===== src/rtl/pid_pkg.sv =====
`default_nettype none
// ============================================================================
// Package : pid_pkg
// Default widths, integrator action encoding and saturation helpers.
// Rev     : 1.0
// ============================================================================
package pid_pkg;

  localparam int C_ERR_W    = 13;
  localparam int C_OUT_W    = 12;
  localparam int C_INT_W    = 18;
  localparam int C_DECIM_W  = 20;
  localparam int C_D_DLY    = 3;
  localparam int C_D_SAT_W  = 9;
  localparam int C_D_SHIFT  = 1;
  localparam int C_I_SHIFT  = 5;
  localparam int C_SLEW_MAX = 0;
  localparam int C_PIPE     = 2;

  typedef enum logic [1:0] {
    INT_CLEAR = 2'd0,
    INT_HOLD  = 2'd1,
    INT_ACC   = 2'd2
  } int_op_e;

  // Clamp a signed value into the range of a signed field of the given width.
  function automatic logic signed [31:0] sat_signed(input logic signed [31:0] val,
                                                    input int width);
    logic signed [31:0] hi;
    logic signed [31:0] lo;
    hi = (32'sd1 <<< (width - 1)) - 32'sd1;
    lo = -(32'sd1 <<< (width - 1));
    if (val > hi)      return hi;
    else if (val < lo) return lo;
    else               return val;
  endfunction

  // Clamp a signed value into 0 .. 2^width-1.
  function automatic logic signed [31:0] clip_unsigned(input logic signed [31:0] val,
                                                       input int width);
    logic signed [31:0] lim;
    lim = (32'sd1 <<< width) - 32'sd1;
    if (val < 32'sd0)   return 32'sd0;
    else if (val > lim) return lim;
    else                return val;
  endfunction

endpackage
`default_nettype wire


===== src/rtl/pid_decimator.sv =====
`default_nettype none
// ============================================================================
// Module : pid_decimator
// Free-running counter; strobes when the observed bits are all ones.
// Rev    : 1.0
// ============================================================================
module pid_decimator #(
  parameter int DECIM_W  = 20,
  parameter bit FAST_SIM = 1'b0
) (
  input  logic clk,
  input  logic rst,
  output logic tick_now,
  output logic tick
);

  // FAST_SIM only watches the low 15 bits so simulations tick every 32768 clk.
  localparam int TAP_W = FAST_SIM ? 15 : DECIM_W;

  logic [DECIM_W-1:0] cnt_q, cnt_d;
  logic               tick_q, tick_d;

  always_comb begin
    cnt_d    = cnt_q + DECIM_W'(1);
    tick_now = &cnt_q[TAP_W-1:0];
    tick_d   = tick_now;
  end

  always_ff @(posedge clk or posedge rst) begin
    if (rst) begin
      cnt_q  <= '0;
      tick_q <= 1'b0;
    end else begin
      cnt_q  <= cnt_d;
      tick_q <= tick_d;
    end
  end

  assign tick = tick_q;

endmodule
`default_nettype wire


===== src/rtl/pid_ctrl_param.sv =====
`default_nettype none
// ============================================================================
// Module : pid_ctrl_param
// P + I + D drive magnitude with anti-windup, optional slew limit, pipelined out.
// Rev    : 1.0
// ============================================================================
module pid_ctrl_param
  import pid_pkg::*;
#(
  parameter int ERR_W    = C_ERR_W,
  parameter int OUT_W    = C_OUT_W,
  parameter int INT_W    = C_INT_W,
  parameter int DECIM_W  = C_DECIM_W,
  parameter bit FAST_SIM = 1'b0,
  parameter int D_DLY    = C_D_DLY,
  parameter int D_SAT_W  = C_D_SAT_W,
  parameter int D_SHIFT  = C_D_SHIFT,
  parameter int I_SHIFT  = C_I_SHIFT,
  parameter int SLEW_MAX = C_SLEW_MAX,
  parameter int PIPE     = C_PIPE
) (
  input  logic                    clk,
  input  logic                    rst,
  input  logic signed [ERR_W-1:0] error,
  input  logic                    not_pedaling,
  input  logic                    freeze_int,
  output logic [OUT_W-1:0]        drv_mag,
  output logic                    sat_hi,
  output logic                    sat_lo,
  output logic                    tick
);

  localparam int D_W   = D_SAT_W + D_SHIFT;
  localparam int IT_W  = INT_W - 1 - I_SHIFT;
  localparam int MAX_A = (ERR_W > OUT_W + 1) ? ERR_W : OUT_W + 1;
  localparam int MAX_T = (MAX_A > D_W) ? MAX_A : D_W;
  // Wide enough that the largest P, I and D peaks together can never wrap.
  localparam int SUM_W = MAX_T + 2;
  localparam logic signed [OUT_W:0] SLEW_LIM = (OUT_W + 1)'(SLEW_MAX);

  logic                      tick_now;
  logic signed [ERR_W-1:0]   hist_q [D_DLY];
  logic signed [ERR_W-1:0]   hist_d [D_DLY];
  logic [INT_W-1:0]          integ_q, integ_d;
  logic [OUT_W-1:0]          cmd_q, cmd_d;
  logic                      sat_hi_q, sat_hi_d;
  logic                      sat_lo_q, sat_lo_d;

  logic signed [ERR_W:0]     diff;
  logic signed [D_SAT_W-1:0] d_sat;
  logic signed [D_W-1:0]     d_term;
  logic [IT_W-1:0]           iterm;
  logic signed [SUM_W-1:0]   sum;
  logic [OUT_W-1:0]          target;
  logic signed [INT_W:0]     acc;
  logic signed [OUT_W:0]     cmd_delta;
  logic                      err_pos;
  int_op_e                   int_op;

  pid_decimator #(
    .DECIM_W  (DECIM_W),
    .FAST_SIM (FAST_SIM)
  ) u_decim (
    .clk      (clk),
    .rst      (rst),
    .tick_now (tick_now),
    .tick     (tick)
  );

  always_comb begin
    diff    = (ERR_W + 1)'(error) - (ERR_W + 1)'(hist_q[D_DLY-1]);
    d_sat   = D_SAT_W'(sat_signed(32'(diff), D_SAT_W));
    d_term  = D_W'(d_sat) <<< D_SHIFT;
    iterm   = integ_q[INT_W-2:I_SHIFT];
    sum     = SUM_W'(error) + $signed(SUM_W'(iterm)) + SUM_W'(d_term);
    sat_lo_d = sum[SUM_W-1];
    sat_hi_d = !sum[SUM_W-1] && (|sum[SUM_W-2:OUT_W]);
    target  = OUT_W'(clip_unsigned(32'(sum), OUT_W));
    err_pos = !error[ERR_W-1] && (|error);

    // Anti-windup: stop integrating further upward while already clipped high.
    acc = (INT_W + 1)'(error) + $signed({1'b0, integ_q});
    if (not_pedaling)
      int_op = INT_CLEAR;
    else if (!tick_now || freeze_int || (sat_hi_d && err_pos))
      int_op = INT_HOLD;
    else
      int_op = INT_ACC;

    case (int_op)
      INT_CLEAR: integ_d = '0;
      INT_ACC:   integ_d = INT_W'(clip_unsigned(32'(acc), INT_W - 1));
      default:   integ_d = integ_q;
    endcase

    for (int i = 0; i < D_DLY; i++) hist_d[i] = hist_q[i];
    if (tick_now) begin
      hist_d[0] = error;
      for (int i = 1; i < D_DLY; i++) hist_d[i] = hist_q[i-1];
    end

    cmd_delta = $signed({1'b0, target}) - $signed({1'b0, cmd_q});
    cmd_d     = cmd_q;
    if (SLEW_MAX == 0) begin
      cmd_d = target;
    end else if (tick_now) begin
      if (cmd_delta > SLEW_LIM)
        cmd_d = cmd_q + OUT_W'(SLEW_MAX);
      else if (cmd_delta < -SLEW_LIM)
        cmd_d = cmd_q - OUT_W'(SLEW_MAX);
      else
        cmd_d = target;
    end
  end

  always_ff @(posedge clk or posedge rst) begin
    if (rst) begin
      for (int i = 0; i < D_DLY; i++) hist_q[i] <= '0;
      integ_q  <= '0;
      cmd_q    <= '0;
      sat_hi_q <= 1'b0;
      sat_lo_q <= 1'b0;
    end else begin
      hist_q   <= hist_d;
      integ_q  <= integ_d;
      cmd_q    <= cmd_d;
      sat_hi_q <= sat_hi_d;
      sat_lo_q <= sat_lo_d;
    end
  end

  // The command register is the first output stage; the flags ride alongside it.
  generate
    if (PIPE > 1) begin : g_pipe
      logic [OUT_W+1:0] pipe_q [PIPE-1];
      logic [OUT_W+1:0] pipe_d [PIPE-1];

      always_comb begin
        pipe_d[0] = {cmd_q, sat_hi_q, sat_lo_q};
        for (int i = 1; i < PIPE - 1; i++) pipe_d[i] = pipe_q[i-1];
      end

      always_ff @(posedge clk or posedge rst) begin
        if (rst) begin
          for (int i = 0; i < PIPE - 1; i++) pipe_q[i] <= '0;
        end else begin
          pipe_q <= pipe_d;
        end
      end

      assign {drv_mag, sat_hi, sat_lo} = pipe_q[PIPE-2];
    end else begin : g_nopipe
      assign {drv_mag, sat_hi, sat_lo} = {cmd_q, sat_hi_q, sat_lo_q};
    end
  endgenerate

endmodule
`default_nettype wire


===== config.mk =====
export PLATFORM = sky130hd
export DESIGN_NAME = pid_ctrl_param
export DESIGN_NICKNAME = d
export VERILOG_FILES = /design/src/rtl/pid_pkg.sv /design/src/rtl/pid_decimator.sv /design/src/rtl/pid_ctrl_param.sv
export SDC_FILE = /design/constraint.sdc
export NUM_CORES = 1
export LEC_CHECK = 0
export BUFFER_PORTS_ARGS = -buffer_cell sky130_fd_sc_hd__buf_2
export CAP_MARGIN = 30
export CORE_MARGIN = 8
export CORE_UTILIZATION = 55
export CTS_CLUSTER_DIAMETER = 100
export DETAILED_ROUTE_END_ITERATION = 12
export PLACE_DENSITY = 0.77
export SYNTH_ARGS = -nofsm -noshare
export SYNTH_HDL_FRONTEND = slang
export SYNTH_SLANG_ARGS = --single-unit

===== constraint.sdc =====
create_clock -name clk -period 7.05 [get_ports clk]
set_clock_uncertainty 0.15 [all_clocks]
set_input_delay 0.705 -clock clk [delete_from_list [all_inputs] [get_ports clk]]
set_output_delay 0.705 -clock clk [all_outputs]
set_load 0.03 [all_outputs]

==> impl_metrics.json, run 1 <==
{
  "synthCells": 655,
  "end_kind": "flip-flop",
  "cts_buffers": 9,
  "grt_pass1_wl_um": 22500,
  "rsz0062_at_grt": "false",
  "htreeDepth": 3,
  "p_switching_mw": 0.462,
  "synth_simple_gate_area_share_pct": 17.6,
  "power_density_nw_per_um2": 223,
  "gp_congestion": 0.887,
  "slew_headroom_pct": 44.4,
  "final-hold-violation-count": 0,
  "synth_seq_cells": 106,
  "synth-compound-area-share_pct": 15.7,
  "synth-edff-count": 0,
  "synth_top_cell_area_share_pct": 42.7,
  "synth_top_family_by_area": "simple AND/OR/NAND/NOR gates",
  "cp.arrival_ps": 6810,
  "path_clk_slew_ps": 70,
  "synth.distinct_cells": 52,
  "drive_gt1_share_pct": 9.65,
  "start_kind": "primary input",
  "syn_area_per_cell_um2": 9.48,
  "ys_top_cells_by_area": "dfrtp_1 (43%), ha_1 (9.5%), nand2_1 (6.4%)",
  "die-height_um": 122,
  "grt_max_degree": 71,
  "core_area_um2": 10900,
  "path_max_fanout": 18,
  "synth_nets": 733,
  "cts_tree": "done",
  "synthMuxAreaShare_pct": 0.222,
  "setup_tns_ps": 0,
  "worst_pin_slew_ps": 834,
  "intPower_mw": 1.06,
  "synth-main-ff-cell": "dfrtp_1",
  "synth_top_cell_by_area": "dfrtp_1",
  "track_usage_pct": 18.7,
  "die_w_um": 122,
  "synthAdderAreaFrac_pct": 14.0,
  "setup_ws_ps": 336,
  "finalCriticalPeriod_ps": 6710,
  "synthesis.area_um2": 6210,
  "area_delta_synth_final_pct": 9.72,
  "vias": 4739,
  "drv_cap": 0,
  "clkSinkCount": 106,
  "die_area_um2": 14900,
  "status": "finished, final reports clean",
  "hp-class": "reg -> reg",
  "p_seq_share_pct": 43.9,
  "drc": 0,
  "fillers": 933,
  "synth_warnings": 0,
  "grt_remaining_overflow": 0,
  "io_buffers": 31,
  "path_class": "in -> reg",
  "drtIter0Drc": 409,
  "final_nets": 767,
  "place_hpwl_um": 9770,
  "p_leak_nw": 3.26,
  "final-setup-viol-count": 0,
  "antenna_cells": 0,
  "period_share_pct": 95.2,
  "fin_util_pct": 62.3,
  "yosysSeqAreaShare_pct": 42.7,
  "clk_latency_ps": 350,
  "critPathRequiredTime_ps": 7140,
  "wirelength_um": 13200,
  "first_pass_iters": 4,
  "wire_per_inst_um": 15.8,
  "pin_count": 32,
  "synth_common_cells": "dfrtp_1 (106), nand2_1 (106), nor2_1 (73), ha_1 (47), o21ai_0 (36)",
  "cts.path.max_buffers": 2,
  "ir_drop_mv": 0.133,
  "power_frac_comb_pct": 22.4,
  "synth-xor-area-share_pct": 6.49,
  "slew_viol_final": 0,
  "clock_tree.root_cell": "clkbuf_16",
  "postRouteAntennaNets": 0,
  "pre_cts_slack_ps": -63.8,
  "grt_pass1_vias": 4717,
  "initial_core_util_pct": 56.8,
  "vias_per_cell": 5.68,
  "antenna_found_initial": 0,
  "timing.fmax_ghz": 0.149,
  "p_clk_share_pct": 33.8,
  "ff2ff_setup_slack_ps": 510,
  "postCtsSetupRepairBufs": 0,
  "rows": 38,
  "async_flop_share_pct": 100,
  "swShare_pct": 30.4
}
==> sequential cells by signal (all words and copies together) (netlist names) <==
register	count
cmd_q	12
g_pipe.pipe_q	14
hist_q	39
integ_q	18
sat_hi_q	1
sat_lo_q	1
u_decim.cnt_q	20
u_decim.tick	1
==> layer usage <==
metal  track usage (%)  vias to the layer above  share of wire (%)
met1              23.9                     2291                 44
met2              30.3                       97                 48
met4              8.53                        0                2.5
met5                 0                        -                  0
met3              3.58                       28                4.7
li1                  -                     2323                  -
==> worst max-delay path: stages <==
cell	delay, ps
buf_2	130
inv_1	80
ha_1	170
inv_1	60
fa_1	400
a21o_1	180
a21oi_1	210
a2bb2oi_1	290
a21oi_1	110
a21o_1	220
a211o_1	260
a21boi_0	200
a41oi_1	220
a21o_1	220
fa_1	440
ha_1	250
fa_1	440
a211oi_2	230
nor2_1	90
or4_1	430
a41o_1	270
a311oi_1	270
a21boi_2	210
mux2i_2	100
a41o_2	420
and2_1	210
==> kinds of logic after synthesis <==
kind of cell    Yosys count
mux                       1
simple gates            251
xor+xnor                 46
compound gates          144
flops                   106
fa+ha+maj                61
buf+inv                  46
==> what timing repair did <==
action | in CTS | in global routing
hold buffers | 0 | 0
setup endpoints to repair | 0 | 18
resized for setup | 0 | 2
==> area by class of cell <==
| cell class | count | area, µm² | share of cell area (%) |
|---|---|---|---|
| timing repair buffer | 38 | 208 | 3.05 |
| clock buffer | 10 | 229 | 3.36 |
| inverter | 31 | 119 | 1.75 |
| clock inverter | 6 | 71.3 | 1.05 |
| multi-input combinational | 503 | 3360 | 49.3 |
| sequential | 106 | 2650 | 38.9 |
| tap | 140 | 175 | 2.57 |
==> power groups by stage <==
stage | registers (mW) | clock network (mW) | logic [mW]
finish | 0.667 | 0.513 | 0.340
global route | 0.671 | 0.548 | 0.374
floorplan | 0.727 | 0 | 0.197
detailed placement | 0.679 | 0 | 0.338
global placement | 0.678 | 0 | 0.331
CTS | 0.667 | 0.524 | 0.341
==> path summary, 6_finish.rpt <==
kind                                  startpoint                    endpoint  depth (start not counted)
min in group asynchronous                    rst          sat_hi_q$_DFF_PP0_                          2
setup reg to reg           hist_q[0]$_DFFE_PP0P_     integ_q[17]$_DFFE_PP0P_                         24
setup / recovery                        error[0]     integ_q[17]$_DFFE_PP0P_                         26
max in group asynchronous                    rst       hist_q[7]$_DFFE_PP0P_                          3
hold / removal                sat_lo_q$_DFF_PP0_  g_pipe.pipe_q[0]$_DFF_PP0_                          0
hold reg to reg               sat_lo_q$_DFF_PP0_  g_pipe.pipe_q[0]$_DFF_PP0_                          0
==> per-stage QoR <==
step	instances	instance area [µm²]	total power, mW	hold slack [ps]
2_1_floorplan	655	6210	0.924	181
3_3_place_gp	818	6510	1.01	186
3_5_place_dp	818	6510	1.02	186
4_1_cts	834	6810	1.53	201
5_1_grt	834	6810	1.59	204
6_report	834	6810	1.52	197
==> cell usage in the layout, fill, tap and decap left out, types with 2 or more instances in the layout <==
master	instances
a31oi_1	4
a211oi_1	7
dfrtp_1	106
o31ai_1	2
a21oi_1	29
nand4_1	3
nand2_1	106
inv_6	2
nor3_1	9
buf_4	7
nor2_1	73
and3_1	5
xnor2_1	31
nor2b_1	9
a31o_2	3
inv_1	30
o21a_1	9
or3_1	3
or2_2	3
o211ai_1	5
o2111ai_1	2
and2_1	4
a21o_1	15
buf_2	31
nor4_1	6
fa_1	14
o21ai_0	36
nand2b_1	7
o21bai_1	2
ha_1	47
o2bb2ai_1	17
clkbuf_16	9
nand3_1	19
xor2_1	15
Note: power is estimated with default switching activity, not from simulation.
==> run 2: changes to the inputs <==
--- a/config.mk
+++ b/config.mk
@@ -5,6 +5,7 @@
 export SDC_FILE = /design/constraint.sdc
 export NUM_CORES = 1
 export LEC_CHECK = 0
+export ABC_AREA = 1
 export BUFFER_PORTS_ARGS = -buffer_cell sky130_fd_sc_hd__buf_2
 export CAP_MARGIN = 30
 export CORE_MARGIN = 8
==> impl_metrics.json, run 2 <==
{
  "status": "finished, final reports clean",
  "synth_seq_cells": 106,
  "antenna_found_initial": 0,
  "grt_max_degree": 66,
  "syn_area_per_cell_um2": 7.73,
  "grt_pass1_wl_um": 26800,
  "die_w_um": 128,
  "synthAdderAreaFrac_pct": 12.5,
  "drive_gt1_share_pct": 8.12,
  "clock_tree.root_cell": "clkbuf_16",
  "final_cell_mix": "nand2_1 (252), inv_1 (132), dfrtp_1 (106)",
  "finalCriticalPeriod_ps": 5170,
  "gp_congestion": 0.950,
  "synth_nets": 977,
  "postCtsSetupRepairBufs": 0,
  "clk_latency_ps": 360,
  "p_clk_share_pct": 31.6,
  "start_kind": "primary input",
  "rsz0062_at_grt": "false",
  "ir_drop_mv": 0.162,
  "grt_pass1_vias": 5683,
  "ff2ff_setup_slack_ps": 2090,
  "path_clk_slew_ps": 70,
  "core_area_um2": 12500,
  "drv_cap": 0,
  "synth-compound-area-share_pct": 9.92,
  "synth_top_cell_area_share_pct": 38.2,
  "swShare_pct": 33.5,
  "end_kind": "flip-flop",
  "synth_warnings": 0,
  "die-height_um": 128,
  "cts_tree": "done",
  "ys_top_cells_by_area": "dfrtp_1 (38%), nand2_1 (14%), ha_1 (8.5%)",
  "cts.path.max_buffers": 2,
  "synth_simple_gate_area_share_pct": 26.2,
  "grt_remaining_overflow": 0,
  "fillers": 1179,
  "final-hold-violation-count": 0,
  "wirelength_um": 15500,
  "multi_input_area_um2": 3730,
  "synthMuxAreaShare_pct": 0,
  "path_class": "in -> reg",
  "drtIter0Drc": 412,
  "cts_buffers": 9,
  "p_seq_share_pct": 43.6,
  "synth.distinct_cells": 35,
  "synth_top_cell_by_area": "dfrtp_1",
  "die_area_um2": 16500,
  "final-seq-area_um2": 2650,
  "rows": 41,
  "critPathRequiredTime_ps": 7170,
  "power_density_nw_per_um2": 207,
  "synthesis.area_um2": 6950,
  "synth-edff-count": 0,
  "synth-xor-area-share_pct": 5.04,
  "power_frac_comb_pct": 24.8,
  "intPower_mw": 1.04,
  "place_hpwl_um": 11700,
  "clkSinkCount": 106,
  "area_delta_synth_final_pct": 8.78,
  "cts_hold_buf": 0,
  "vias": 5721,
  "yosysSeqAreaShare_pct": 38.2,
  "postRouteAntennaNets": 0,
  "p_leak_nw": 3.97,
  "io_buffers": 31,
  "async_flop_share_pct": 100,
  "synth_top_family_by_area": "simple AND/OR/NAND/NOR gates",
  "synthMostInstantiatedCell": "nand2_1",
  "timing.fmax_ghz": 0.194,
  "first_pass_iters": 5,
  "final_common_cell": "nand2_1",
  "synth-main-ff-cell": "dfrtp_1",
  "synth_common_cells": "nand2_1 (252), inv_1 (133), dfrtp_1 (106), nand3_1 (65), o21ai_0 (63)",
  "setup_tns_ps": 0,
  "slew_viol_final": 0,
  "ctsResizeCount": 0,
  "largest_register_ffs": 39,
  "vias_per_cell": 5.16,
  "track_usage_pct": 20.4,
  "synthCells": 899,
  "period_share_pct": 73.3,
  "holdWs_ps": 199,
  "final-setup-viol-count": 0,
  "slew_headroom_pct": 45.7,
  "path_max_fanout": 17,
  "top_register": "hist_q",
  "drc": 0,
  "p_switching_mw": 0.523,
  "cp.arrival_ps": 5290,
  "worst_pin_slew_ps": 815,
  "wire_per_inst_um": 14.0,
  "final_nets": 1009,
  "antenna_cells": 0,
  "initial_core_util_pct": 55.8,
  "hp-class": "reg -> reg",
  "htreeDepth": 3,
  "largestRegisters": "hist_q x39, u_decim.cnt_q x20, integ_q x18",
  "pin_count": 32
}
run 2: changes by cell type after synthesis, sizes merged, moves of 7 or more:
cell,change
a211oi,-8
a21o,-14
a21oi,+15
inv,+102
nand2,+151
nand2b,-7
nand3,+49
nand4,+12
nor2,-12
nor2b,-9
o21a,-8
o21ai,+37
o2bb2ai,-17
xnor2,-9
run 2: logic make-up (layout without fill, tap and decap cells):
| kind of cell | count (synthesis) | in the layout |
|---|---|---|
| AND/OR/NAND/NOR | 420 | 420 |
| buffers and inverters | 146 | 183 |
| flip-flops | 106 | 106 |
| XOR/XNOR | 40 | 40 |
| AO/OA/AOI/OAI | 126 | 126 |
| adder cells (fa/ha/maj) | 61 | 61 |
run 2: power groups by stage:
| stage | Sequential [mW] | Clock, mW | Combinational [mW] |
|---|---|---|---|
| 2_1_floorplan | 0.761 | 0 | 0.215 |
| 3_3_place_gp | 0.692 | 0 | 0.381 |
| 3_5_place_dp | 0.695 | 0 | 0.387 |
| 4_1_cts | 0.683 | 0.502 | 0.389 |
| 5_1_grt | 0.690 | 0.526 | 0.436 |
| 6_report | 0.682 | 0.493 | 0.388 |
run 2: worst paths after layout:
check	start	endpoint	cells past startpoint
worst max-delay path	error[0]	integ_q[15]$_DFFE_PP0P_	26
worst min-delay path	sat_hi_q$_DFF_PP0_	g_pipe.pipe_q[1]$_DFF_PP0_	0
worst max register to register	hist_q[2]$_DFFE_PP0P_	integ_q[15]$_DFFE_PP0P_	24
worst min register to register	sat_hi_q$_DFF_PP0_	g_pipe.pipe_q[1]$_DFF_PP0_	0
max in group asynchronous	rst	hist_q[18]$_DFFE_PP0P_	3
min in group asynchronous	rst	u_decim.cnt_q[17]$_DFF_PP0_	2
run 2: metal layers:
metal	track usage [%]	routed length [µm]
met1	25.5	7240
met2	33.7	7230
met3	4.96	662
met4	7.06	365
met5	0	0
run 2: final cells by class:
type	instances	share of cell area (%)
inverter	134	6.69
clock buffer	10	3.03
timing repair buffer	33	2.25
multi-input combinational	647	49.3
clock inverter	6	0.794
sequential	106	35.1
tap	172	2.85
run 2: critical path, cell delays in order:
cell      delay [ps]
buf_2            120
inv_1             90
ha_1             170
inv_1             80
fa_1             440
nand3_1          110
nand3_1          140
nand2_1           90
nand3_1           80
xnor2_1          210
nand3_1           80
nand3b_1         160
nand2_1          210
nand2_1          110
fa_1             440
ha_1             240
fa_1             410
nand3_1          100
nand2_1          100
nand3_1          100
nand4_1           80
nand2_1           70
nand2_1          110
nand3_2          130
nand3_2          380
o21ai_0          310
run 2: through the flow:
| stage | std cells | setup slack (ps) | cell area (µm²) | util (%) | total power [mW] |
|---|---|---|---|---|---|
| 4_1_cts | 1108 | 1930 | 7560 | 60.7 | 1.57 |
| 3_5_place_dp | 1092 | 1560 | 7270 | 58.3 | 1.08 |
| 3_3_place_gp | 1092 | 1620 | 7270 | 58.3 | 1.07 |
| 5_1_grt | 1108 | 1380 | 7560 | 60.7 | 1.65 |
| 2_1_floorplan | 899 | 2340 | 6950 | - | 0.976 |
| 6_report | 1108 | 1880 | 7560 | 60.7 | 1.56 |
==> run 3: changes to the inputs <==
--- a/config.mk
+++ b/config.mk
@@ -5,14 +5,14 @@
 export SDC_FILE = /design/constraint.sdc
 export NUM_CORES = 1
 export LEC_CHECK = 0
-export ABC_AREA = 1
+export ABC_AREA = 0
 export BUFFER_PORTS_ARGS = -buffer_cell sky130_fd_sc_hd__buf_2
 export CAP_MARGIN = 30
 export CORE_MARGIN = 8
 export CORE_UTILIZATION = 55
 export CTS_CLUSTER_DIAMETER = 100
 export DETAILED_ROUTE_END_ITERATION = 12
-export PLACE_DENSITY = 0.77
+export PLACE_DENSITY = 0.8
 export SYNTH_ARGS = -nofsm -noshare
 export SYNTH_HDL_FRONTEND = slang
 export SYNTH_SLANG_ARGS = --single-unit
==> constraint.sdc (replaced) <==
create_clock -name clk -period 4.49 [get_ports clk]
set_clock_uncertainty 0.15 [all_clocks]
set_input_delay 0.449 -clock clk [delete_from_list [all_inputs] [get_ports clk]]
set_output_delay 0.449 -clock clk [all_outputs]
set_load 0.03 [all_outputs]
==> impl_metrics.json, run 3 (same netlist as run 1, synthesis figures left out) <==
{
  "core_area_um2": 10900,
  "grt_remaining_overflow": 0,
  "slew_viol_final": 0,
  "io_buffers": 31,
  "antenna_cells": 0,
  "grt_pass1_wl_um": 26000,
  "die_w_um": 122,
  "status": "finished, violations left",
  "hp-class": "reg -> reg",
  "power_density_nw_per_um2": 328,
  "clock_tree.root_cell": "clkbuf_16",
  "start_kind": "flip-flop",
  "cp.arrival_ps": 6210,
  "path_clk_slew_ps": 70,
  "grt_pass1_vias": 5407,
  "final_cell_mix": "nand2_1 (106), dfrtp_1 (106), buf_4 (81)",
  "area_delta_synth_final_pct": 27.2,
  "die_area_um2": 14900,
  "violations": "setup timing",
  "largest_register_ffs": 39,
  "place_hpwl_um": 11700,
  "track_usage_pct": 22.1,
  "drive_gt1_share_pct": 26.2,
  "htreeDepth": 3,
  "cpLargestDelayFamily": "compound AO/OA/AOI/OAI gates",
  "end_kind": "flip-flop",
  "vias": 5347,
  "clk_latency_ps": 360,
  "antenna_found_initial": 0,
  "final-setup-viol-count": 32,
  "ir_drop_mv": 0.279,
  "cpMostUsedCell": "a21o_1",
  "largestRegisters": "hist_q x39, u_decim.cnt_q x20, integ_q x18",
  "max_stage_delay_ps": 490,
  "first_pass_iters": 5,
  "postRouteAntennaNets": 0,
  "path_class": "reg -> reg",
  "drtIter0Drc": 452,
  "gp_congestion": 0.968,
  "wire_per_inst_um": 18.1,
  "initial_core_util_pct": 56.8,
  "path_max_fanout": 9,
  "wirelength_um": 16700,
  "critPathRequiredTime_ps": 4620,
  "worst_pin_slew_ps": 540,
  "rows": 38,
  "critical_path.slowest_cell": "or4_4",
  "final-hold-violation-count": 0,
  "top_register": "hist_q",
  "drc": 0,
  "fin_util_pct": 72.2,
  "slew_headroom_pct": 63.8,
  "setup_tns_ps": -49140,
  "drv_cap": 0,
  "finalCriticalPeriod_ps": 6080,
  "timing.fmax_ghz": 0.164,
  "die-height_um": 122,
  "p_leak_nw": 3.77,
  "cts_tree": "done",
  "cts_buffers": 9,
  "grt_max_degree": 81,
  "clkSinkCount": 106,
  "rsz0062_at_grt": "true",
  "final_nets": 853,
  "period_share_pct": 135,
  "path_buf_inv": 2,
  "pin_count": 32,
  "cts.path.max_buffers": 2,
  "setup_ws_ps": -1590,
  "vias_per_cell": 5.81
}
-- run 3: changes by cell type in the layout (fill, tap and decap cells not counted), moves of 7 or more --
cell,previous run,this run
o21a_1,1,9
a21oi_1,44,27
buf_4,2,81
nor2b_1,0,9
o2bb2ai_2,0,9
xnor2_1,22,30
buf_6,0,7
nand2b_1,0,7
nand4_1,14,3
nand3_1,65,19
o21ai_0,63,31
inv_1,132,27
a21o_1,1,15
nand2_1,252,106
-- run 3: timing repair --
action	in CTS	in global routing
setup buffers	9	4
pin swaps	11	18
hold endpoints to repair	0	4
endpoints found under the setup margin	32	32
gates cloned	0	1
hold buffers	0	1
resized for setup	29	43
-- run 3: cell type report --
class | count | area (µm²)
inverter | 31 | 134
fill | 753 | 3040
multi-input combinational | 503 | 3710
timing repair buffer | 124 | 945
clock inverter | 7 | 52.6
tap | 140 | 175
sequential | 106 | 2650
clock buffer | 9 | 225
-- run 3: metal layers --
| layer | track usage, % | part of all wire (%) |
|---|---|---|
| met1 | 26.2 | 39 |
| met5 | 0 | 0 |
| met3 | 4.04 | 5.6 |
| met2 | 37.8 | 51 |
| met4 | 11.8 | 4.1 |
-- run 3: worst reg2reg max path: cells and delay by family (launching register included) --
kind                     cells  cell delay [ps]
buffers and inverters        2              200
XOR/XNOR                     1              190
AND/OR/NAND/NOR              2              570
AO/OA/AOI/OAI               14             2840
multiplexers                 1              100
adder cells (fa/ha/maj)      5             1540
flip-flops                   1              420
-- run 3: power by group --
| group | switching (mW) | total [mW] | internal (mW) |
|---|---|---|---|
| combinational | 0.455 | 0.805 | 0.349 |
| sequential | 0.0214 | 1.05 | 1.03 |
| clock | 0.356 | 0.736 | 0.380 |
-- run 3: worst paths after layout --
kind	from	end	slack, ps	depth (start not counted)
worst max-delay path	hist_q[0]$_DFFE_PP0P_	integ_q[13]$_DFFE_PP0P_	-1590	25
worst min-delay path	sat_hi_q$_DFF_PP0_	g_pipe.pipe_q[1]$_DFF_PP0_	200	0
worst max register to register	hist_q[0]$_DFFE_PP0P_	integ_q[13]$_DFFE_PP0P_	-1590	25
worst min register to register	sat_hi_q$_DFF_PP0_	g_pipe.pipe_q[1]$_DFF_PP0_	200	0
max in group asynchronous	rst	u_decim.cnt_q[5]$_DFF_PP0_	2890	5
min in group asynchronous	rst	g_pipe.pipe_q[9]$_DFF_PP0_	360	3
-- run 3: stage by stage --
step | hold WS, ps | cells | power (mW) | setup WS (ps) | cell area, µm²
global placement | 181 | 889 | 1.68 | -1550 | 7130
detailed placement | 186 | 889 | 1.71 | -1800 | 7130
floorplan | 181 | 655 | 1.46 | -1370 | 6290
finish | 200 | 920 | 2.59 | -1590 | 7900
CTS | 197 | 913 | 2.48 | -1520 | 7590
global route | 217 | 920 | 2.71 | -1810 | 7900
